[config.mk]
export PLATFORM = sky130hd
export DESIGN_NAME = plot_arbiter_flat
export DESIGN_NICKNAME = d
export VERILOG_FILES = /design/src/rtl/plot_arbiter_if.sv /design/src/rtl/plot_arbiter.sv /design/src/flat_wrapper.sv
export SDC_FILE = /design/constraint.sdc
export NUM_CORES = 1
export LEC_CHECK = 0
export BUFFER_PORTS_ARGS = -buffer_cell sky130_fd_sc_hd__buf_2
export CORE_UTILIZATION = 42
export DETAILED_ROUTE_END_ITERATION = 7
export GPL_ROUTABILITY_DRIVEN = 1
export PLACE_DENSITY_LB_ADDON = 0.15
export SYNTH_ARGS = -nofsm -noshare
export SYNTH_HDL_FRONTEND = slang
export SYNTH_SLANG_ARGS = --single-unit
[constraint.sdc]
create_clock -name clock -period 2.3 [get_ports clock]
set_input_delay 0.46 -clock clock [delete_from_list [all_inputs] [get_ports clock]]
set_output_delay 0.46 -clock clock [all_outputs]
set_load 0.02 [all_outputs]
[src/rtl/plot_arbiter_if.sv]
// plot_arbiter_if
//   Bundles the pixel-request side and the VGA-adapter side of plot_arbiter.
//   The master drives the requests. The slave (the arbiter) returns the
//   acks and the registered pixel.
//
//   Handshake: requester i offers a pixel by holding req[i] together with its
//   x/y/colour lanes. The pixel counts as transferred in the cycle where
//   req[i] and ack[i] are both high. A requester keeps its fields stable
//   until that cycle. last[i] with req[i] marks the final pixel of a burst.
//
//   req        : 4-bit per-requester request (0=erase, 1=ground, 2=dino, 3=tree)
//   last       : 4-bit per-requester final-pixel flag
//   req_x      : 4 x 8-bit packed x coordinates
//   req_y      : 4 x 7-bit packed y coordinates
//   req_colour : 4 x 3-bit packed colours
//   ack        : one-hot accept, combinational
//   x/y/colour : registered pixel to the VGA adapter
//   plot       : registered write strobe
//   busy       : a grant is held
//   grant_id   : current or most recent grantee
interface plot_arbiter_if;
    logic [3:0]  req;
    logic [3:0]  last;
    logic [31:0] req_x;
    logic [27:0] req_y;
    logic [11:0] req_colour;
    logic [3:0]  ack;
    logic [7:0]  x;
    logic [6:0]  y;
    logic [2:0]  colour;
    logic        plot;
    logic        busy;
    logic [1:0]  grant_id;

    modport master (
        output req, last, req_x, req_y, req_colour,
        input  ack, x, y, colour, plot, busy, grant_id
    );

    modport slave (
        input  req, last, req_x, req_y, req_colour,
        output ack, x, y, colour, plot, busy, grant_id
    );
endinterface

[src/rtl/plot_arbiter.sv]
// plot_arbiter
//   Round-robin arbiter that serialises pixel bursts from four drawing
//   engines onto one VGA adapter write port. A grant is held for a whole
//   burst, which ends when the grantee presents a pixel with last high.
//   During the burst, the grantee may stall by dropping req.
//   The accepted pixel appears on x/y/colour with plot one cycle later.
//
//   Optional feature: when PLOT_ARBITER_CLIP_EN is defined, the arbiter
//   acknowledges pixels outside the 160x120 screen (x>159 or y>119) but
//   never plots them.
//
//   Ports:
//     clock      : system clock, rising edge
//     reset      : synchronous, active-high reset
//     bus        : plot_arbiter_if.slave (requests in, acks and pixel out)
//     dbg_state  : FSM state (0=IDLE, 1=BURST)
//     dbg_rr_ptr : round-robin search start pointer
module plot_arbiter (
    input  logic                 clock,
    input  logic                 reset,
    plot_arbiter_if.slave        bus,
    output logic                 dbg_state,
    output logic [1:0]           dbg_rr_ptr
);

    typedef enum logic {IDLE = 1'b0, BURST = 1'b1} state_t;

    state_t     state_q, state_d;
    logic [1:0] rr_ptr_q, rr_ptr_d;
    logic [1:0] grant_id_q, grant_id_d;
    logic [7:0] x_q, x_d;
    logic [6:0] y_q, y_d;
    logic [2:0] colour_q, colour_d;
    logic       plot_q, plot_d;

    logic [3:0] ack_c;
    logic [1:0] cand;
    logic       found;
    logic [7:0] pix_x;
    logic [6:0] pix_y;
    logic [2:0] pix_colour;
    logic       clip;

    // Fields of the current grantee's lane.
    always_comb begin
        pix_x      = 8'd0;
        pix_y      = 7'd0;
        pix_colour = 3'd0;
        case (grant_id_q)
            2'd0: begin pix_x = bus.req_x[7:0];   pix_y = bus.req_y[6:0];   pix_colour = bus.req_colour[2:0];  end
            2'd1: begin pix_x = bus.req_x[15:8];  pix_y = bus.req_y[13:7];  pix_colour = bus.req_colour[5:3];  end
            2'd2: begin pix_x = bus.req_x[23:16]; pix_y = bus.req_y[20:14]; pix_colour = bus.req_colour[8:6];  end
            default: begin pix_x = bus.req_x[31:24]; pix_y = bus.req_y[27:21]; pix_colour = bus.req_colour[11:9]; end
        endcase
    end

`ifdef PLOT_ARBITER_CLIP_EN
    assign clip = (pix_x > 8'd159) || (pix_y > 7'd119);
`else
    assign clip = 1'b0;
`endif

    always_comb begin
        state_d    = state_q;
        rr_ptr_d   = rr_ptr_q;
        grant_id_d = grant_id_q;
        x_d        = x_q;
        y_d        = y_q;
        colour_d   = colour_q;
        plot_d     = 1'b0;
        ack_c      = 4'b0000;
        cand       = 2'd0;
        found      = 1'b0;

        case (state_q)
            IDLE: begin
                // The first requester at or after rr_ptr wins. The 2-bit add wraps mod 4.
                for (int k = 0; k < 4; k++) begin
                    cand = rr_ptr_q + 2'(k);
                    if (!found && bus.req[cand]) begin
                        found      = 1'b1;
                        grant_id_d = cand;
                        state_d    = BURST;
                    end
                end
            end
            default: begin
                // Only the grantee is heard. Other requesters wait, and so does last.
                ack_c[grant_id_q] = bus.req[grant_id_q];
                if (bus.req[grant_id_q] && bus.last[grant_id_q]) begin
                    state_d  = IDLE;
                    rr_ptr_d = grant_id_q + 2'd1;
                end
            end
        endcase

        // A clipped pixel is consumed, but the outputs keep the last plotted pixel.
        if ((ack_c != 4'b0000) && !clip) begin
            x_d      = pix_x;
            y_d      = pix_y;
            colour_d = pix_colour;
            plot_d   = 1'b1;
        end
    end

    always_ff @(posedge clock) begin
        if (reset) begin
            state_q    <= IDLE;
            rr_ptr_q   <= 2'd0;
            grant_id_q <= 2'd0;
            x_q        <= 8'd0;
            y_q        <= 7'd0;
            colour_q   <= 3'd0;
            plot_q     <= 1'b0;
        end else begin
            state_q    <= state_d;
            rr_ptr_q   <= rr_ptr_d;
            grant_id_q <= grant_id_d;
            x_q        <= x_d;
            y_q        <= y_d;
            colour_q   <= colour_d;
            plot_q     <= plot_d;
        end
    end

    assign bus.ack      = ack_c;
    assign bus.x        = x_q;
    assign bus.y        = y_q;
    assign bus.colour   = colour_q;
    assign bus.plot     = plot_q;
    assign bus.busy     = (state_q == BURST);
    assign bus.grant_id = grant_id_q;
    assign dbg_state    = state_q;
    assign dbg_rr_ptr   = rr_ptr_q;

endmodule

[src/flat_wrapper.sv]
// flat-port wrapper written by rule: the top's interface ports become plain ports
module plot_arbiter_flat 
  (clock, reset, dbg_state, dbg_rr_ptr, bus_req, bus_last, bus_req_x, bus_req_y, bus_req_colour, bus_ack, bus_x, bus_y, bus_colour, bus_plot, bus_busy, bus_grant_id);
  plot_arbiter_if bus_i ();
  input  logic clock;
  input  logic reset;
  output logic dbg_state;
  output logic [1:0] dbg_rr_ptr;
  input wire logic [$bits(bus_i.req)-1:0] bus_req;
  input wire logic [$bits(bus_i.last)-1:0] bus_last;
  input wire logic [$bits(bus_i.req_x)-1:0] bus_req_x;
  input wire logic [$bits(bus_i.req_y)-1:0] bus_req_y;
  input wire logic [$bits(bus_i.req_colour)-1:0] bus_req_colour;
  output wire logic [$bits(bus_i.ack)-1:0] bus_ack;
  output wire logic [$bits(bus_i.x)-1:0] bus_x;
  output wire logic [$bits(bus_i.y)-1:0] bus_y;
  output wire logic [$bits(bus_i.colour)-1:0] bus_colour;
  output wire logic [$bits(bus_i.plot)-1:0] bus_plot;
  output wire logic [$bits(bus_i.busy)-1:0] bus_busy;
  output wire logic [$bits(bus_i.grant_id)-1:0] bus_grant_id;
  assign bus_i.req = bus_req;
  assign bus_i.last = bus_last;
  assign bus_i.req_x = bus_req_x;
  assign bus_i.req_y = bus_req_y;
  assign bus_i.req_colour = bus_req_colour;
  assign bus_ack = bus_i.ack;
  assign bus_x = bus_i.x;
  assign bus_y = bus_i.y;
  assign bus_colour = bus_i.colour;
  assign bus_plot = bus_i.plot;
  assign bus_busy = bus_i.busy;
  assign bus_grant_id = bus_i.grant_id;
  plot_arbiter u_core (.clock(clock), .reset(reset), .bus(bus_i), .dbg_state(dbg_state), .dbg_rr_ptr(dbg_rr_ptr));
endmodule
# == Word-level counts from Yosys, hierarchy flattened ==
# Cells that the tools add are included.
# word_totals
register_bits,24
out_inout_bits,29
word_cells,68
# classes
addsub,4
order_cmp,6
eq_ne,2
mux,34
bitwise,2
n_reduce_logical,13
# ops
op,count
8-bit case mux with 3 select lines,1
7-bit case mux with 3 select lines,1
1-bit 2-to-1 mux,19
"2-bit by 3-bit < comparator with 1-bit output, second input constant",5
1-bit binary-select mux with 2-bit select,6
3-bit case mux with 3 select lines,1
2-bit 2-to-1 mux,4
4-bit nonzero test,2
1-bit logical AND,5
"2-bit by 1-bit adder with 2-bit output, second input constant",2
"2-bit adder, second input constant",2
4-bit AND,1
4-bit 2-to-1 mux,1
2-bit AND reduction,2
1-bit logical NOT,3
1-bit demux with 2-bit select,1
"2-bit by 1-bit equality test with 1-bit output, second input constant",1
"2-bit equality test, second input constant",1
"2-bit by 1-bit greater-or-equal comparator with 1-bit output, second input constant",1
2-bit logical NOT,1
1-bit NOT,1

# == Logic depth before layout (Yosys ltp) ==
# depth
word_depth,16
mapped_depth,8
ltp_nobuf,6

# == Least setup slack after synthesis ==
# No wires, ideal clock.
# synth_timing
kind,flip-flop to flip-flop
from,"reg u_core.grant_id_q[1], in the netlist u_core.bus.grant_id[1]"
to,"reg u_core.x_q[6], in the netlist u_core.bus.x[6]"
setup_time_ns,0.136
t_arrival_ns,1.858
t_required_ns,2.164
setup_slack_ns,0.306
path_stages_with_launch,8
n_path_buf,2
path_cell_list,dfxtp_1 inv_1 ha_1 or4_1 buf_4 buf_6 nand3_2 a21oi_2
# synth_between
elab_chain_len,7
word_cells_on_any_way,14
# synth_rtl
element,line_no,text
from (decl),plot_arbiter.sv:30,"logic [1:0] grant_id_q, grant_id_d;"
from (signal assigned),plot_arbiter.sv:118,grant_id_q <= grant_id_d;
2-bit by 3-bit < comparator with 1-bit output (not written as such) or 2-bit by 1-bit greater-or-equal comparator with 1-bit output (tied branches),plot_arbiter.sv:89,ack_c[grant_id_q] = bus.req[grant_id_q];
1-bit logical AND (not written as such),plot_arbiter.sv:89,
1-bit 2-to-1 mux (not written as such),plot_arbiter.sv:89,
1-bit demux with 2-bit select,n/a,
4-bit AND (no source line),n/a,
4-bit 2-to-1 mux,plot_arbiter.sv:75,case (state_q)
4-bit nonzero test,plot_arbiter.sv:98,if ((ack_c != 4'b0000) && !clip) begin
to (signal assigned),plot_arbiter.sv:111,x_q <= 8'd0;
to (signal assigned),plot_arbiter.sv:119,x_q <= x_d;
to (decl),plot_arbiter.sv:31,"logic [7:0] x_q, x_d;"
# Parallel ways exist; a longest one is shown, timed or not. The select of a mux whose other input is x is not followed.
# A chain may end at the register's enable or synchronous reset.

# == Worst setup path in the final report ==
# layout_timing
from,"reg u_core.grant_id_q[1], in the netlist u_core.bus.grant_id[1]"
to,out bus_ack[2]
# layout_between
elab_chain_len,6
word_cells_on_any_way,9
# layout_rtl
element,line_no,text
2-bit by 3-bit < comparator with 1-bit output (not written as such) or 2-bit by 1-bit greater-or-equal comparator with 1-bit output (tied branches),plot_arbiter.sv:89,
1-bit logical AND (not written as such),plot_arbiter.sv:89,
1-bit 2-to-1 mux (not written as such),plot_arbiter.sv:89,
1-bit demux with 2-bit select,n/a,
4-bit AND (no source line) *,n/a,
4-bit 2-to-1 mux *,plot_arbiter.sv:75,
to (decl),flat_wrapper.sv:14,output wire logic [$bits(bus_i.ack)-1:0] bus_ack;
# Every way passes the cells marked *; elsewhere a longest branch is shown, timed or not. The select of a mux whose other input is x is not followed.

==> impl_results.md <==
* DR vias/cell at 5.58
* Max-cap viol count at 0
* Avg WL per Cell at 14.7 um
* Power per cell area at 543 nW/um^2
* Fin crit share at 94.0%
* Pin count of the biggest net entering global routing at 25
* Tightest Pin Transition at 0.534 ns
* Starting Density at 45.4%
* Crit end category: output pin
* Drt pass-1 iters at 5
* Synth Area in Compound Gates at 33.4%
* Number of top-level pins at 111
* ANT cells at 0
* Post-route cell area at 2350 um^2
* #FFs+latches synth at 24
* DRC viols at 0
* Syn_area_per_cell at 8.59 um^2
* Post-DP Area at 2290 um^2
* First-pass GRT wire length at 7940 um
* Critical Path RT at 1.84 ns
* Global route overflow at 0
* Clock Path Buffers at 2
* Synthesized cell area at 1710 um^2
* Die boundary height at 65.8 um
* H-tree levels at 1
* Minimum clock period at 2.16 ns
* Synth unique cells at 36
* Initial antenna violation count at 0
* DRT antenna net count at 0
* Wirelength, routed at 5210 um
* Nets at 393
* Layout cell share with drive strength beyond 1 at 52.3%
* WP data arrival at 1.70 ns
* Number of buffers created by CTS at 3
* Synthesized-area fraction occupied by adder cells at 2.93%
* Cells after Synth at 199
* CTS tree: yes
* Total power at 1.27 mW
* Setup total negative slack at 0 ns
* Detailed-route via count at 1,977
* Die Wd at 65.8 um
* Detailed Place HPWL at 4150 um
* RSZ-0062 raised after global routing: false
* Post-synthesis sequential area ratio at 28.1%
* DIE AREA at 4330 um^2
* Most frequent cells in the layout: 110 x buf_2, 24 x o21ai_1, 24 x dfxtp_1
* Status: complete, no violations
* CTS Sinks at 24
* Setup repair bufs after CTS at 0
* Max FO, Critical Path at 8
* Number of global-route vias before repair at 1,735
* Hold WS at 0.480 ns
* Mux cell area share after synthesis at 3.37%
* CTS root buffer: clkbuf_8
* Clk_lat worst skew at 0.27 ns
* Syn_nets at 285
* All-Layer GR Usage at 23.6%
* Final Max Tran Viols at 0
* Kind of critical path: reg -> out
* Port Buffers at 110
* CP startpoint kind: flip-flop
* Lkg Pwr at 1.02 nW
* XOR/XNOR Fraction of Synth Area at 0%
* Final hold vios at 0
* Core area at 3770 um^2
* Peak VDD IR at 0.000322 V
* Finish-stage setup viols at 0
* Area delta synth->final at 37.2%
* Clock Skew at 0.0112 ns
* DR iter-0 viols at 157
* Fmax at 0.463 GHz
* Most common cell after layout, fill and taps aside: buf_2
* Routability cong. at 0.890
* Warnings, synthesis at 0
* Clock-pin slew on the worst setup and hold paths at 0.09 ns
* Row Count at 22
* Hold Crit Class: reg -> reg
* Simple-Gate Fraction of Synth Area at 24.1%
* Largest family of logic cells by synthesized area: compound AO/OA/AOI/OAI gates
* Worst rel slew slack at 64.4%
## worst max-delay path: stages (launching register included)
cell     delay (ns)
dfxtp_1        0.52
mux2i_1        0.42
o22ai_4        0.17
and2_1         0.19
buf_2          0.15
## layout make-up
| cell class | count | area [um^2] |
|---|---|---|
| fillers | 356 | 1420 |
| multi-input cells | 152 | 1090 |
| repair buffers | 123 | 648 |
| flip-flops and latches | 24 | 480 |
| well taps | 48 | 60.1 |
| clock buffers | 4 | 55.1 |
| inverters | 3 | 11.3 |
## synth_stat cells (all sizes together)
| library cell | number | area [um^2] |
|---|---|---|
| nor3 | 3 | 20.0 |
| nand3 | 18 | 165 |
| nor2 | 4 | 15.0 |
| nor4 | 2 | 27.5 |
| nor3b | 1 | 7.51 |
| a311oi | 1 | 8.76 |
| ha | 4 | 50.1 |
| a222oi | 18 | 180 |
| nand4b | 1 | 8.76 |
| clkbuf | 4 | 15.0 |
| o22ai | 1 | 20.0 |
| buf | 16 | 114 |
| nand2 | 20 | 75.1 |
| mux4 | 1 | 22.5 |
| inv | 3 | 11.3 |
| a211oi | 1 | 7.51 |
| a21oi | 19 | 133 |
| o22a | 1 | 17.5 |
| dfxtp | 24 | 480 |
| and2 | 5 | 33.8 |
| mux2i | 2 | 20.0 |
| nor2b | 5 | 31.3 |
| nand2b | 2 | 12.5 |
| o221ai | 1 | 8.76 |
| mux2 | 1 | 15.0 |
| o21ai | 39 | 195 |
| or4 | 2 | 15.0 |
## what timing repair did
item	in CTS	in global routing
hold endpoints to repair	0	0
hold buffers	0	0
resized for setup	0	1
setup endpoints to repair	0	1
## registers in the layout (all words and copies together), names as in the netlist
register and cells:
u_core.bus.plot 1, u_core.bus.busy 1, u_core.bus.x 8, u_core.dbg_rr_ptr 2, u_core.bus.y 7, u_core.bus.colour 3, u_core.bus.grant_id 2
## power breakdown
part           internal (mW)  switching, mW  leakage [nW]
registers              0.450         0.0249         0.196
clock network          0.153          0.133        0.0288
logic                  0.215          0.299         0.792
total                  0.817          0.457          1.02
## cell families (layout without fill, tap and decap cells)
| kind of cell | count (synthesis) | count (layout) |
|---|---|---|
| muxes | 4 | 4 |
| and+or+nand+nor | 63 | 63 |
| adders and majority gates | 4 | 4 |
| AOI/OAI and AO/OA | 81 | 81 |
| buffers and inverters | 23 | 130 |
| DFF | 24 | 24 |
## routing by layer
metal | GRT usage (%) | share of wire [%]
met5 | 0 | 0
met4 | 4.89 | 0.67
met3 | 3.62 | 7.2
met2 | 41.2 | 48
met1 | 30.4 | 44
## through the flow
stage	cells	setup WS, ns	utilization (%)
final	354	0.139	62.2
after global routing	354	0.0339	62.2
after CTS	354	0.0394	62.2
after detailed placement	350	0.314	60.7
after global placement	350	0.372	60.7
after floorplan	199	0.306	-
## worst paths after layout
check,to,cells past startpoint,slack [ns],startpoint
setup reg to reg,u_core.bus.colour[1],6,0.28,u_core.bus.grant_id[1]
setup / recovery,bus_ack[2],4,0.14,u_core.bus.grant_id[1]
hold / removal,u_core.bus.colour[0],2,0.48,u_core.bus.colour[0]
hold reg to reg,u_core.bus.colour[0],2,0.48,u_core.bus.colour[0]
Note: power is estimated with default switching activity, not from simulation.
